$ cat src/rtl/bus_arbiter_pkg.sv
// Shared definitions for the IF/MEM bus arbiter: state encoding, fetch lane mask
// and default tuning values.
package bus_arbiter_pkg;

   typedef enum logic [1:0] {
      IDLE,
      IF_ACCESS,
      MEM_ACCESS,
      RESPOND
   } arb_state_t;

   localparam logic [3:0] FETCH_BYTE_SELECT = 4'b1111;

   localparam int DEFAULT_MAX_DATA_BURST = 4;
   localparam int DEFAULT_TIMEOUT_CYCLES = 255;

endpackage

$ cat src/rtl/bus_arbiter_watchdog.sv
// Bus watchdog: counts access cycles from the grant and flags an access that has
// been outstanding for TIMEOUT_CYCLES cycles. TIMEOUT_CYCLES = 0 disables it.
module bus_watchdog
   import bus_arbiter_pkg::*;
#(
   parameter int TIMEOUT_CYCLES = DEFAULT_TIMEOUT_CYCLES
) (
   input  logic clock,
   input  logic reset,
   input  logic start,
   input  logic done,
   output logic timeout
);

   localparam int COUNT_WIDTH = (TIMEOUT_CYCLES < 2) ? 1 : $clog2(TIMEOUT_CYCLES + 1);
   localparam logic [COUNT_WIDTH-1:0] LIMIT = COUNT_WIDTH'(TIMEOUT_CYCLES);

   logic [COUNT_WIDTH-1:0] count;
   logic                   running;

   // The count reads 1 in the first access cycle, so the abort lands in access cycle N.
   always_ff @(posedge clock) begin
      if (reset) begin
         count   <= '0;
         running <= 1'b0;
      end else if (start) begin
         count   <= COUNT_WIDTH'(1);
         running <= 1'b1;
      end else if (done) begin
         count   <= '0;
         running <= 1'b0;
      end else if (running && (count != LIMIT)) begin
         count <= count + 1'b1;
      end
   end

   assign timeout = (TIMEOUT_CYCLES != 0) && running && (count == LIMIT);

endmodule

$ cat src/rtl/bus_arbiter.sv
// Arbitrates the single memory bus between instruction fetch and data accesses,
// with data-first priority, bounded fetch starvation and a watchdog abort.
module bus_arbiter
   import bus_arbiter_pkg::*;
#(
   parameter int MAX_DATA_BURST = DEFAULT_MAX_DATA_BURST,
   parameter int TIMEOUT_CYCLES = DEFAULT_TIMEOUT_CYCLES
) (
   input  logic        clock,
   input  logic        reset,
   input  logic        if_request,
   input  logic [31:0] if_address,
   output logic        if_ready,
   output logic [31:0] if_data,
   input  logic        mem_request,
   input  logic        mem_write_enable,
   input  logic [31:0] mem_address,
   input  logic [31:0] mem_write_data,
   input  logic [3:0]  mem_byte_select,
   output logic        mem_ready,
   output logic [31:0] mem_read_data,
   output logic        bus_chip_enable,
   output logic        bus_write_enable,
   output logic [31:0] bus_address,
   output logic [31:0] bus_write_data,
   output logic [3:0]  bus_byte_select,
   input  logic [31:0] bus_read_data,
   input  logic        bus_ready,
   output logic        stall_request,
   output logic        bus_error
);

   localparam int BURST_WIDTH = $clog2(MAX_DATA_BURST + 1);
   localparam logic [BURST_WIDTH-1:0] BURST_LIMIT = BURST_WIDTH'(MAX_DATA_BURST);

   arb_state_t             state;
   arb_state_t             next_state;
   logic [BURST_WIDTH-1:0] data_burst;
   logic                   grant_fetch;
   logic                   grant_data;
   logic                   access_done;
   logic                   timeout;
   logic                   served_fetch;
   logic [31:0]            response_data;

   bus_watchdog #(
      .TIMEOUT_CYCLES(TIMEOUT_CYCLES)
   ) u_watchdog (
      .clock  (clock),
      .reset  (reset),
      .start  (grant_fetch | grant_data),
      .done   (access_done),
      .timeout(timeout)
   );

   always_ff @(posedge clock) begin
      if (reset) begin
         state <= IDLE;
      end else begin
         state <= next_state;
      end
   end

   // Data wins a tie unless fetch has already waited through a full data burst.
   always_comb begin
      next_state  = state;
      grant_fetch = 1'b0;
      grant_data  = 1'b0;
      access_done = 1'b0;
      case (state)
         IDLE: begin
            if (mem_request && (!if_request || (data_burst != BURST_LIMIT))) begin
               grant_data = 1'b1;
               next_state = MEM_ACCESS;
            end else if (if_request) begin
               grant_fetch = 1'b1;
               next_state  = IF_ACCESS;
            end
         end
         IF_ACCESS, MEM_ACCESS: begin
            if (bus_ready || timeout) begin
               access_done = 1'b1;
               next_state  = RESPOND;
            end
         end
         RESPOND: next_state = IDLE;
         default: next_state = IDLE;
      endcase
   end

   // Bus outputs are latched at the grant and cleared when the access ends; a
   // coincident bus_ready takes precedence over the watchdog.
   always_ff @(posedge clock) begin
      if (reset) begin
         bus_chip_enable  <= 1'b0;
         bus_write_enable <= 1'b0;
         bus_address      <= '0;
         bus_write_data   <= '0;
         bus_byte_select  <= '0;
         served_fetch     <= 1'b0;
         response_data    <= '0;
         bus_error        <= 1'b0;
         data_burst       <= '0;
      end else begin
         if (grant_data || grant_fetch) begin
            bus_chip_enable  <= 1'b1;
            bus_write_enable <= grant_data && mem_write_enable;
            bus_address      <= grant_data ? mem_address : if_address;
            bus_write_data   <= (grant_data && mem_write_enable) ? mem_write_data : '0;
            bus_byte_select  <= grant_data ? mem_byte_select : FETCH_BYTE_SELECT;
            served_fetch     <= grant_fetch;
         end else if (access_done) begin
            bus_chip_enable  <= 1'b0;
            bus_write_enable <= 1'b0;
            bus_address      <= '0;
            bus_write_data   <= '0;
            bus_byte_select  <= '0;
            response_data    <= (bus_ready && !bus_write_enable) ? bus_read_data : '0;
            if (!bus_ready) begin
               bus_error <= 1'b1;
            end
         end

         if (grant_fetch) begin
            data_burst <= '0;
         end else if (grant_data) begin
            if (!if_request) begin
               data_burst <= '0;
            end else if (data_burst != BURST_LIMIT) begin
               data_burst <= data_burst + 1'b1;
            end
         end
      end
   end

   assign if_ready      = (state == RESPOND) && served_fetch;
   assign mem_ready     = (state == RESPOND) && !served_fetch;
   assign if_data       = if_ready ? response_data : '0;
   assign mem_read_data = mem_ready ? response_data : '0;
   assign stall_request = (if_request && !if_ready) || (mem_request && !mem_ready);

endmodule

$ cat config.mk
export PLATFORM = sky130hd
export DESIGN_NAME = bus_arbiter
export DESIGN_NICKNAME = d
export VERILOG_FILES = /design/src/rtl/bus_arbiter_pkg.sv /design/src/rtl/bus_arbiter_watchdog.sv /design/src/rtl/bus_arbiter.sv
export SDC_FILE = /design/constraint.sdc
export NUM_CORES = 1
export LEC_CHECK = 0
export CORE_ASPECT_RATIO = 0.7
export CORE_MARGIN = 4
export CORE_UTILIZATION = 40
export CTS_BUF_LIST = sky130_fd_sc_hd__clkbuf_4 sky130_fd_sc_hd__clkbuf_8
export CTS_CLUSTER_SIZE = 24
export DETAILED_ROUTE_END_ITERATION = 8
export GPL_TIMING_DRIVEN = 1
export PLACE_DENSITY = 0.76
export SLEW_MARGIN = 20
export SYNTH_ARGS = -nofsm -noshare
export SYNTH_HDL_FRONTEND = slang
export SYNTH_HIERARCHICAL = 1
export SYNTH_SLANG_ARGS = --single-unit
export TNS_END_PERCENT = 100
$ cat constraint.sdc
create_clock -name clock -period 2.9 [get_ports clock]
set_input_delay 0.435 -clock clock [delete_from_list [all_inputs] [get_ports clock]]
set_output_delay 0.435 -clock clock [all_outputs]
set_load 0.05 [all_outputs]
Word level (Yosys, flattened, before mapping)
Cells that the tools add are included.
Operators by class
  multipliers: 0
  shift operators: 0
  reductions and logical operators: 29
  div/mod/pow operators: 0
  eq/ne operators: 9
  bitwise gates (word level): 3
  $add $sub $neg: 2
  magnitude comparators: 0
  mux-type cells: 31
Operators by type and width (number)
  two-way mux 32 bit: 8
  two-way mux 1 bit: 14
  two-way mux 4 bit: 3
  logical AND 1 bit: 9
  adder 8 x 1 -> 8 bit (second input constant): 1
  equality test 8 bit (second input constant): 1
  != test 8 bit (second input constant): 1
  two-way mux 2 bit: 3
  two-way mux 3 bit: 2
  != test 3 bit (second input constant): 2
  one-hot mux 2 bit (3 select lines): 1
  AND reduction 2 bit: 3
  logical NOT 1 bit: 5
  equality test 2 bit (second input constant): 2
  logical OR 1 bit: 4
  nonzero test 2 bit: 2
  OR reduction 2 bit: 2
  adder 3 x 1 -> 3 bit (second input constant): 1
  AND reduction 3 bit: 1
  nonzero test 3 bit: 1
  OR reduction 3 bit: 1
  equality test 2 x 1 -> 1 bit (second input constant): 1
  logical NOT 2 bit: 1
  != test 2 x 1 -> 1 bit (second input constant): 1
  3 further kinds: 4
Storage, ports and cells
  register bits: 118
  memory bits (read-only): 0
  memory bits (writable): 0
  output and inout bits: 138
  word-level logic and storage cells: 87
  memories: 0
  bits in latches: 0

Logic depth before layout (Yosys ltp)
  word-level depth: 8
  gate-level depth with buffers: 10

Hierarchy
The synthesis kept the hierarchy.
Modules (own cells, without submodules)
  bus_arbiter: sequential area each 2182.1 um^2, times used 1, area each 5333.9 um^2, cells an instance 643
  bus_watchdog: sequential area each 180.2 um^2, times used 1, area each 485.5 um^2, cells an instance 57

Least setup slack after synthesis
Ideal clock, no wire load.
  path kind: register -> output
  from: register state[1]
  to: output port mem_read_data[22]
  path buffers: 1
  setup slack: 0.501 ns
  stages on the path, launching flop included: 5
  arrival time: 1.964 ns
  cells stage by stage: dfxtp_1 > ha_1 > nor2b_1 > clkbuf_1 > and2_1
On the way
  longest elaborated chain between the ends: 3
Ends and longest elaborated chain
  start: declaration: RTL line bus_arbiter.sv:36  | arb_state_t state;
  start signal: assignment: RTL line bus_arbiter.sv:60  | state <= next_state;
  equality test 2 bit: RTL line bus_arbiter.sv:137  | assign mem_ready = (state == RESPOND) && !served_fetch;
  logical AND 1 bit: RTL line bus_arbiter.sv:137
  net mem_ready: RTL line bus_arbiter.sv:20  | output logic mem_ready,
  two-way mux 32 bit: RTL line bus_arbiter.sv:139  | assign mem_read_data = mem_ready ? response_data : '0;
  end: declaration: RTL line bus_arbiter.sv:21  | output logic [31:0] mem_read_data,
The timed path passes the listed nets, and every way through them passes these cells.

Final worst setup path
  from: register state[1]
  to: output port mem_read_data[28]
On the way
  longest elaborated chain between the ends: 3
Ends and longest elaborated chain (RTL line)
  equality test 2 bit: bus_arbiter.sv:137
  logical AND 1 bit: bus_arbiter.sv:137
  two-way mux 32 bit: bus_arbiter.sv:139
Every way passes these cells.

==> results.sh <==
export IMPL_status="finished clean"
export IMPL_clock_sinks=118
export IMPL_synth_cell_types=45
export IMPL_ys_seq_area_frac=0.4059
export IMPL_postCtsHoldBufs=0
export IMPL_grt_usage=0.2412
export IMPL_start_util=0.4128
export IMPL_overflow=0
export IMPL_synth_cells=700
export IMPL_insertedDiodeCount=0
export IMPL_core_um2=14100
export IMPL_cts_made_buffers=17
export IMPL_via_count=6399
export IMPL_critPathLaunchType="register"
export IMPL_cp_max_fo=25
export IMPL_max_slew_worst_pin_slew_ps=553.7
export IMPL_fin_area_um2=9298
export IMPL_async_reset_ff_frac=0
export IMPL_syn_area_um2=5819
export IMPL_yosys_area_top_type_share=0.4059
export IMPL_max_freq_mhz=397.9
export IMPL_clock_skew_ps=20.12
export IMPL_setup_viol=0
export IMPL_dpl_cell_area_um2=8874
export IMPL_grt_setup_unrepaired="false"
export IMPL_fp_dieH_um=108.9
export IMPL_cap_violations=0
export IMPL_synth_warnings=6
export IMPL_endpoint_kind="primary output"
export IMPL_crit_type="register to primary output"
export IMPL_yosysMostFrequentCell="dfxtp_1"
export IMPL_slew_headroom=0.6297
export IMPL_areaGrowthSynthToFinish_pct=59.77
export IMPL_synth_seq_cells=118
export IMPL_grt_pass1_vias=5893
export IMPL_drc=0
export IMPL_required_ps=2470
export IMPL_h_tree_depth=4
export IMPL_leakagePower_uw=0.003393
export IMPL_hold_path_class="register to register"
export IMPL_wl_per_cell_um=18.38
export IMPL_setup_tns_ps=0
export IMPL_die_area_um2=16570
export IMPL_die_x_um=152.2
export IMPL_worst_hold_slack_ps=465.8
export IMPL_synth_edf_count=0
export IMPL_clk_latency_ps=430
export IMPL_antenna_found_initial=0
export IMPL_arrival_ps=2080
export IMPL_synth_largest_area_cell="dfxtp_1"
export IMPL_clock_path_buffers=2
export IMPL_cts_tree="built"
export IMPL_dp_cells=1104
export IMPL_cts_setup_buffers=0
export IMPL_drive_gt1_frac=0.1712
export IMPL_finalHoldViolCount=0
export IMPL_vdd_drop_max_v=0.0005228
export IMPL_synthTopCellsByCount="dfxtp_1, a21oi_1, nand4_1"
export IMPL_ys_top_cells_by_area="dfxtp_1, a21oi_1, a2111oi_2, nand4_1, nand3_1"
export IMPL_synth_ff_type="dfxtp_1"
export IMPL_drtIter0Drc=453
export IMPL_mappedNetlistNets=843
export IMPL_portBuffers=275
export IMPL_drtPass1Iterations=7
export IMPL_layout_nets=1076
export IMPL_ios=276
export IMPL_grt_pass1_wl_um=32640
export IMPL_cts_resized=0
export IMPL_wl_um=20880
export IMPL_fin_crit_sh=0.8666
export IMPL_nFillCells=1197
export IMPL_drv_slew=0
export IMPL_fin_util=0.6595
export IMPL_clk_pin_slew_worst_paths_ps=70
export IMPL_layout_min_cycle_time_ps=2513
export IMPL_grt_max_degree=72
export IMPL_hpwl_um=14260
export IMPL_p_per_area_nw_per_um2=791.4
export IMPL_via_per_inst=5.633
export IMPL_drt_antenna_violating_nets=0
export IMPL_fin_cells=1136
export IMPL_rows=36
export IMPL_avgSynthCellArea_um2=8.313
export IMPL_cts_root_buf="clkbuf_8"
export IMPL_gp_congestion=0.8196
==> power breakdown <==
part	leakage, µW	switching, µW	internal [µW]	total, µW
combinational	0.00223	2450	1190	3650
sequential	0.000964	179	1930	2100
clock	0.000198	729	880	1610
==> cell usage in the layout (no fill, tap or decap), types with 11 or more instances in the layout <==
cell type / Yosys / layout
clkdlybuf4s50_1: 0 / 207
dfxtp_1: 118 / 118
a21oi_1: 110 / 110
nand4_1: 69 / 69
buf_4: 9 / 53
nand3_1: 45 / 45
nor2_1: 37 / 37
buf_12: 0 / 36
and3_1: 35 / 35
and2_1: 34 / 34
nor3_1: 33 / 33
o21ai_0: 33 / 33
a2111oi_2: 30 / 30
clkbuf_8: 0 / 18
inv_1: 11 / 11
==> through the flow <==
step,worst slack [ps],power [µW]
3_3_place_gp,609.3,5751
5_1_grt,213.5,7758
3_5_place_dp,533.2,5773
4_1_cts,349.2,7395
6_report,386.9,7358
2_1_floorplan,501.0,4623
==> worst max-delay path, cell delays in order (launching register included) <==
cell and delay [ps]:
dfxtp_1 370, ha_1 170, nor2b_2 380, buf_4 340, and2_1 240, buf_12 150
==> logic make-up (layout without fill, tap and decap cells) <==
| group | Yosys count | count (layout) | synth area share |
|---|---|---|---|
| buffers and inverters | 95 | 341 | 0.07611 |
| and+or+nand+nor | 282 | 282 | 0.2705 |
| AOI/OAI and AO/OA | 197 | 197 | 0.2316 |
| muxes | 3 | 3 | 0.005160 |
| DFF | 118 | 118 | 0.4059 |
| adders and majority gates | 5 | 5 | 0.01075 |
==> path summary, 6_finish.rpt <==
path / slack, ps / endpoint / startpoint / depth (start not counted)
worst max-delay path: 390 / mem_read_data[28] / state[1] / 5
worst max register to register: 530 / bus_address[25] / u_watchdog/count[0] / 7
worst min-delay path: 470 / bus_write_data[21] / bus_write_data[21] / 2
worst min register to register: 470 / bus_write_data[21] / bus_write_data[21] / 2
==> metal layers <==
metal,global-route usage,share of wire,up-vias
li1,-,-,3073
met1,0.3245,0.43,3046
met2,0.3831,0.47,255
met3,0.06981,0.080,25
met4,0.06414,0.015,0
met5,0,0,-
==> flip-flops by register name, summed over array words and instances, names as in the netlist <==
register and flops:
data_burst 3, bus_error 1, response_data 32, state 2
bus_chip_enable 1, u_watchdog/running 1, u_watchdog/count 8, bus_write_enable 1
served_fetch 1, bus_write_data 32, bus_address 32, bus_byte_select 4
==> cell type report <==
class | count | area (µm²) | share of cell area
Inverter | 13 | 48.80 | 0.005248
Clock buffer | 18 | 247.7 | 0.02665
Multi-Input combinational cell | 487 | 3034 | 0.3263
Sequential cell | 118 | 2362 | 0.2541
Tap cell | 190 | 237.7 | 0.02557
Clock inverter | 14 | 176.4 | 0.01897
Timing Repair Buffer | 296 | 3191 | 0.3432
(Power assumes the default switching activity.)
